### src/rtl/dbg_serial_tx.sv
// Serial debug transmitter: frames a WIDTH-bit word MSB first plus an even-parity
// bit on SCK/SDO under an active-low FRAME_N strobe; every output is registered.
module dbg_serial_tx #(
   parameter int WIDTH = 32,
   parameter int DIV   = 4
) (
   input  logic             CLK,
   input  logic             RST,
   input  logic [WIDTH-1:0] DATA,
   input  logic             VALID,
   output logic             READY,
   output logic             BUSY,
   output logic             FRAME_N,
   output logic             SCK,
   output logic             SDO
);
   localparam int BCW = $clog2(WIDTH + 1);

   typedef enum logic [2:0] {IDLE, SETUP, SHIFT_HI, SHIFT_LO, GAP} state_t;

   state_t         state, state_nxt;
   logic [7:0]     div_cnt, div_nxt;
   logic [BCW-1:0] bit_cnt, bit_nxt;
   logic [WIDTH:0] sreg, sreg_nxt;
   logic           div_last, accept, in_frame;

   assign div_last = (div_cnt == 8'(DIV - 1));
   assign accept   = VALID && READY;

   always_comb begin
      state_nxt = state;
      bit_nxt   = bit_cnt;
      sreg_nxt  = sreg;
      case (state)
         IDLE: if (accept) begin
            state_nxt = SETUP;
            sreg_nxt  = {DATA, ^DATA};
            bit_nxt   = '0;
         end
         SETUP: if (div_last) state_nxt = SHIFT_HI;
         // next bit goes out as SCK falls, so it is stable across the whole high phase
         SHIFT_HI: if (div_last) begin
            state_nxt = SHIFT_LO;
            sreg_nxt  = {sreg[WIDTH-1:0], 1'b0};
         end
         SHIFT_LO: if (div_last) begin
            if (bit_cnt == BCW'(WIDTH)) begin
               state_nxt = GAP;
               bit_nxt   = '0;
            end else begin
               state_nxt = SHIFT_HI;
               bit_nxt   = bit_cnt + 1'b1;
            end
         end
         GAP: if (div_last) state_nxt = IDLE;
         default: state_nxt = IDLE;
      endcase
      div_nxt  = (state_nxt != state || state == IDLE) ? 8'd0 : div_cnt + 8'd1;
      in_frame = (state_nxt == SETUP) || (state_nxt == SHIFT_HI) || (state_nxt == SHIFT_LO);
   end

   // outputs are decoded from the next state so they line up with the state register
   always_ff @(posedge CLK) begin
      if (RST) begin
         state   <= IDLE;
         div_cnt <= '0;
         bit_cnt <= '0;
         sreg    <= '0;
         READY   <= 1'b0;
         BUSY    <= 1'b0;
         FRAME_N <= 1'b1;
         SCK     <= 1'b0;
         SDO     <= 1'b0;
      end else begin
         state   <= state_nxt;
         div_cnt <= div_nxt;
         bit_cnt <= bit_nxt;
         sreg    <= sreg_nxt;
         READY   <= (state_nxt == IDLE);
         BUSY    <= (state_nxt != IDLE);
         FRAME_N <= !in_frame;
         SCK     <= (state_nxt == SHIFT_HI);
         SDO     <= in_frame && sreg_nxt[WIDTH];
      end
   end
endmodule
### config.mk
export PLATFORM = sky130hd
export DESIGN_NAME = dbg_serial_tx
export DESIGN_NICKNAME = d
export VERILOG_FILES = /design/src/rtl/dbg_serial_tx.sv
export SDC_FILE = /design/constraint.sdc
export NUM_CORES = 1
export LEC_CHECK = 0
export CORE_MARGIN = 2
export CORE_UTILIZATION = 40
export CTS_CLUSTER_DIAMETER = 150
export CTS_CLUSTER_SIZE = 28
export DETAILED_ROUTE_END_ITERATION = 8
export GPL_ROUTABILITY_DRIVEN = 1
export SYNTH_ARGS = -nofsm -noshare
export SYNTH_HDL_FRONTEND = slang
export SYNTH_SLANG_ARGS = --single-unit
export TNS_END_PERCENT = 10
### constraint.sdc
create_clock -name CLK -period 2.9 [get_ports CLK]
set_input_delay 0.725 -clock CLK [delete_from_list [all_inputs] [get_ports CLK]]
set_output_delay 0.725 -clock CLK [all_outputs]
set_load 0.01 [all_outputs]
==> reports/results.tsv, run 1 <==
metric	value	unit
status	completed	
CTS hold repair buffers	0	
Critical Path Max Stage Delay	0.36	ns
Slew @ Worst Pin	0.640	ns
Die Span Y	83.2	um
largest net degree at the start of global routing	34	
Avg Inst Size Synth	8.81	um2
DR vias	2027	
I/O pins	40	
diode count	0	
R2R setup slack	0.79	ns
RSZ-0062 raised after global routing	no	
Achievable Freq	474	MHz
Row Count	28	
# setup viols final	0	
Mapped Area	2510	um2
Starting DRT DRC Count	116	
filler instances	570	
first-pass GRT wire length	9010	um
layout cell share with drive strength beyond 1	5.66	%
clock skew	0.00677	ns
Worst R2R Start	div_cnt[0]$_SDFF_PP0_	
post-CTS sizing	0	
initial antenna violation count	0	
yosys synthesis warning count	0	
multi-input logic area	1300	um2
gr usage total	15.8	%
Peak VDD IR	0.268	mV
sequential standard cell area	1100	um2
CP Data Required Time	3.15	ns
post-place setup slack	0.488	ns
Tcrit/Tclk final	72.7	%
post-CTS setup repair buffer count	0	
area of the core	5990	um2
PwrDens	523	nW/um2
Leakage	0.00102	uW
DRT Wirelength	5180	um
total die area	6920	um2
Final nets	356	
cts bufs inserted	5	
Port-buffer cells	39	
hold_sp	div_cnt[0]$_SDFF_PP0_	
vias in the first global route	1955	
Mapped Nets	323	
max cap viols	0	
Fin. Hold Viols	0	
commonest cells after routing, fill and taps aside	55 x dfxtp_1, 39 x clkdlybuf4s50_1, 37 x nand2_1	
CP startpoint	div_cnt[0]$_SDFF_PP0_	
Synth top area share	43.9	%
crit path capture	SDO$_SDFF_PP0_	
WHS Path Cells	1	
critical path fanouts, max	33	
R2R Path End	SDO$_SDFF_PP0_	
Slew Limit Fails	0	
Initial Util	41.9	%
final core occ	50.8	%
Synth cell types	38	
startpoint type of the worst setup path	flop	
post-DR wirelength/cell	13.2	um
Critical Path, Cell by Cell	ha_1 -> nor3b_1 -> and4_2 -> buf_4 -> a22oi_1 -> a21oi_1 -> nor2b_1	
Layout area overhead	21.3	%
root buffer cell	clkbuf_8	
r2r worst-path depth	7	
cells after synthesis	285	
CTS Buffer Depth	2	
Area contributors post-synth	dfxtp_1 44%, xnor2_1 10%, a22oi_1 9.6%	
# clock sinks	55	
CP arrival	2.36	ns
Clk pin slew, worst setup/hold paths	0.09	ns
Setup crit end kind	flop	
die width	83.2	um
Sum Neg Setup Slack	0	ns
final worst setup slack	0.791	ns
Hold Crit Class	reg -> reg	
Via-to-Cell Ratio	5.16	
min Tclk post-route	2.11	ns
# DRC	0	
CTS tree	done	
Yosys reg bits	55	
RePlAce Congestion	0.782	
dpl hpwl	3690	um
post-route ant nets	0	
clk_lat worst skew	0.30	ns
CTS H-tree lvls	2	
DR pass1 iterations	4	
GRT overflow	0	
Crit Path Class	reg -> reg	
sequential share of the synthesized area	43.9	%
post-synth top area cell	dfxtp_1	
Slew Limit Headroom	56.9	%
critical path's slowest cell	dfxtp_1	
commonest non-fill, non-tap cell in the layout	dfxtp_1	
flip-flops by register name (all words and copies together), names as in the netlist:
register	flops
sreg	33
div_cnt	8
bit_cnt	6
state	3
BUSY	1
FRAME_N	1
READY	1
SCK	1
SDO	1
per-layer routing:
layer  share of wire (%)  routed length, um  global-route usage [%]  vias up
met1                  53               2720                    21.8      939
met5                   0                  0                       0        -
met3                 2.8                147                    3.08        6
li1                    -                  -                       -     1051
met2                  43               2250                    25.1       31
met4                 1.2                 61                    4.47        0
metrics by stage:
| stage | area (um2) | power [uW] | std cells | hold WS [ns] |
|---|---|---|---|---|
| after floorplan | 2510 | 1020 | 285 | 0.413 |
| after global placement | 2940 | 1120 | 386 | 0.429 |
| after detailed placement | 2940 | 1120 | 386 | 0.433 |
| after CTS | 3050 | 1610 | 393 | 0.447 |
| after global routing | 3050 | 1680 | 393 | 0.475 |
| final | 3050 | 1590 | 393 | 0.448 |
worst max-delay path, delay by kind of cell, from the launching register on:
family	cells	cell delay [ns]
adders and majority gates	1	0.23
and+or+nand+nor	3	0.77
buffers and inverters	1	0.33
DFF	1	0.36
AOI/OAI and AO/OA	2	0.35
cells by family (layout without fill, tap and decap cells):
family	Yosys count	count (layout)	share of synthesized area, %
simple gates	90	90	17.6
compound gates	73	73	18.3
flops	55	55	43.9
xor+xnor	41	41	14.3
buf+inv	23	56	4.44
fa+ha+maj	3	3	1.50
synth_stat cells (all sizes together):
library cell and instances:
nor4 3, and4 2, nand2b 2, nand2 37, nand3 4, o21ai 2, a22oi 32, clkbuf 6
xnor2 30, nand3b 1, nor3b 1, o31ai 1, nor2 20, and4b 1, buf 13, dfxtp 55
xor2 11, a41oi 1, nand4 3, or3 1, a311oi 1, and2 1, a21o 1, a21oi 34
inv 4, or2 2, nor2b 5, nor3 3, or4b 1, and3 3, ha 3, a31oi 1
cell type report:
class | instances | area share, %
Timing Repair Buffer | 45 | 14.3
Clock buffer | 6 | 2.38
Multi-Input combinational cell | 207 | 42.6
Inverter | 4 | 0.493
Sequential cell | 55 | 36.2
Clock inverter | 1 | 0.986
Tap cell | 75 | 3.08
how the worst min path moves through the flow:
stage | endpoint | slack (ns)
after floorplan | div_cnt[0]$_SDFF_PP0_ | 0.41
after global placement | div_cnt[0]$_SDFF_PP0_ | 0.43
after detailed placement | div_cnt[0]$_SDFF_PP0_ | 0.43
after CTS | div_cnt[0]$_SDFF_PP0_ | 0.45
after global routing | div_cnt[0]$_SDFF_PP0_ | 0.47
final | div_cnt[0]$_SDFF_PP0_ | 0.45
where the power goes:
group | internal (uW) | switching (uW)
registers | 789 | 18.1
logic | 158 | 133
clock network | 254 | 241
(Power assumes the default switching activity.)
==> run 2: changes to the inputs <==
==> constraint.sdc (replaced) <==
create_clock -name CLK -period 1.9 [get_ports CLK]
set_input_delay 0.475 -clock CLK [delete_from_list [all_inputs] [get_ports CLK]]
set_output_delay 0.475 -clock CLK [all_outputs]
set_load 0.01 [all_outputs]
==> reports/results.tsv, run 2 (synthesis results as in run 1) <==
metric	value	unit	change
vias in the first global route	1994		was 1955
CTS H-tree lvls	2		unchanged
GRT met3 Usage	5.27	%	was 3.08%
post-route ant nets	0		unchanged
Hold Crit Class	reg -> reg		unchanged
min Tclk post-route	1.76	ns	was 2.11 ns
Peak VDD IR	0.317	mV	was 0.268 mV
CTS hold repair buffers	0		unchanged
Slew @ Worst Pin	0.352	ns	was 0.640 ns
Achievable Freq	569	MHz	was 474 MHz
max cap viols	0		unchanged
switching pwr	634	uW	was 392 uW
critical path fanouts, max	32		was 33
Global Route met1 Usage	22.7	%	was 21.8%
CTS Buffer Depth	2		unchanged
layout cell share with drive strength beyond 1	14.4	%	was 5.66%
Reg power frac	52.0	%	was 50.7%
total die area	6920	um2	unchanged
PwrDens	723	nW/um2	was 523 nW/um2
Setup crit end kind	flop		unchanged
Clk pwr share	27.3	%	was 31.1%
cts bufs inserted	5		unchanged
startpoint type of the worst setup path	flop		unchanged
Final nets	384		was 356
Row Count	28		unchanged
Clk pin slew, worst setup/hold paths	0.10	ns	was 0.09 ns
DR vias	2161		was 2027
RePlAce Congestion	0.791		was 0.782
CTS tree	done		unchanged
Port-buffer cells	39		unchanged
first-pass GRT wire length	9400	um	was 9010 um
Slew Limit Fails	0		unchanged
largest net degree at the start of global routing	34		unchanged
die width	83.2	um	unchanged
# clock sinks	55		unchanged
post-CTS setup repair buffer count	0		unchanged
Area after DPL	3180	um2	was 2940 um2
final core occ	54.8	%	was 50.8%
Initial Util	41.9	%	unchanged
DR pass1 iterations	5		was 4
CP arrival	2.00	ns	was 2.36 ns
post-DR wirelength/cell	13.1	um	was 13.2 um
commonest cells after routing, fill and taps aside	55 x dfxtp_1, 39 x clkdlybuf4s50_1, 37 x nand2_1		unchanged
Slew Limit Headroom	76.3	%	was 56.9%
post-route cell area	3280	um2	was 3050 um2
Leakage	0.00117	uW	was 0.00102 uW
clk_lat worst skew	0.31	ns	was 0.30 ns
Crit Path Class	reg -> reg		unchanged
Top Registers	sreg (33), div_cnt (8), bit_cnt (6)		unchanged
Comb pwr share	20.7	%	was 18.3%
clock skew	0.00427	ns	was 0.00677 ns
GRT Max-Usage Layer	met2		unchanged
Int Pwr	1740	uW	was 1200 uW
Layout area overhead	30.7	%	was 21.3%
Fin. Hold Viols	0		unchanged
initial antenna violation count	0		unchanged
Die Span Y	83.2	um	unchanged
sw frac	26.7	%	was 24.6%
met2 Usage GRT	24.6	%	was 25.1%
GRT overflow	0		unchanged
status	completed		unchanged
Tcrit/Tclk final	92.6	%	was 72.7%
Starting DRT DRC Count	79		was 116
I/O pins	40		unchanged
area of the core	5990	um2	unchanged
post-CTS sizing	0		unchanged
DRT Wirelength	5530	um	was 5180 um
commonest non-fill, non-tap cell in the layout	dfxtp_1		unchanged
root buffer cell	clkbuf_8		unchanged
# DRC	0		unchanged
gr usage total	16.3	%	was 15.8%
# setup viols final	0		unchanged
CP Data Required Time	2.14	ns	was 3.15 ns
RSZ-0062 raised after global routing	no		unchanged
diode count	0		unchanged
Largest Register	sreg		unchanged
Via-to-Cell Ratio	5.12		was 5.16
max reg flops	33		unchanged
dpl hpwl	3870	um	was 3690 um
Sum Neg Setup Slack	0	ns	unchanged
[run 2: worst max-delay path, stage by stage, from the launching register on]
cell     delay, ns
dfxtp_1       0.34
ha_1          0.22
nor3b_2       0.18
and4_4        0.21
buf_12        0.17
or4b_1        0.49
o21ai_0       0.09
[run 2: layout make-up]
cell class	instances	area, um2
Clock buffer	5	68.8
Clock inverter	3	20.0
Fill cell	588	2710
Inverter	4	15.0
Multi-Input combinational cell	207	1310
Sequential cell	55	1100
Tap cell	75	93.8
Timing Repair Buffer	73	671
[run 2: power groups by stage]
| stage | Clock, uW | Sequential [uW] | Combinational [uW] |
|---|---|---|---|
| 2_1_floorplan | 0 | 1250 | 298 |
| 3_3_place_gp | 0 | 1260 | 488 |
| 3_5_place_dp | 0 | 1260 | 493 |
| 4_1_cts | 674 | 1230 | 495 |
| 5_1_grt | 722 | 1240 | 542 |
| 6_report | 648 | 1230 | 491 |
[run 2: path summary, 6_finish.rpt]
path         slack [ns]               endpoint  cells past startpoint             startpoint
min reg2reg        0.46  sreg[15]$_SDFFE_PP0P_                      2  sreg[15]$_SDFFE_PP0P_
min                0.46  sreg[15]$_SDFFE_PP0P_                      2  sreg[15]$_SDFFE_PP0P_
max                0.14   sreg[0]$_SDFFE_PP0P_                      6  div_cnt[0]$_SDFF_PP0_
max reg2reg        0.14   sreg[0]$_SDFFE_PP0P_                      6  div_cnt[0]$_SDFF_PP0_
[run 2: metal layers]
metal	wire length, um	up-vias	part of all wire [%]
li1	-	1105	-
met5	0	-	0
met4	53	0	0.96
met3	292	6	5.3
met2	2480	47	45
met1	2710	1003	49
[run 2: stage by stage]
stage | setup WS, ns | instances | total power, uW | hold WS [ns]
floorplan | 0.177 | 285 | 1550 | 0.413
global placement | -0.194 | 414 | 1750 | 0.429
detailed placement | -0.217 | 414 | 1750 | 0.437
CTS | 0.0210 | 422 | 2400 | 0.455
global route | 0.0174 | 422 | 2510 | 0.475
finish | 0.141 | 422 | 2370 | 0.457
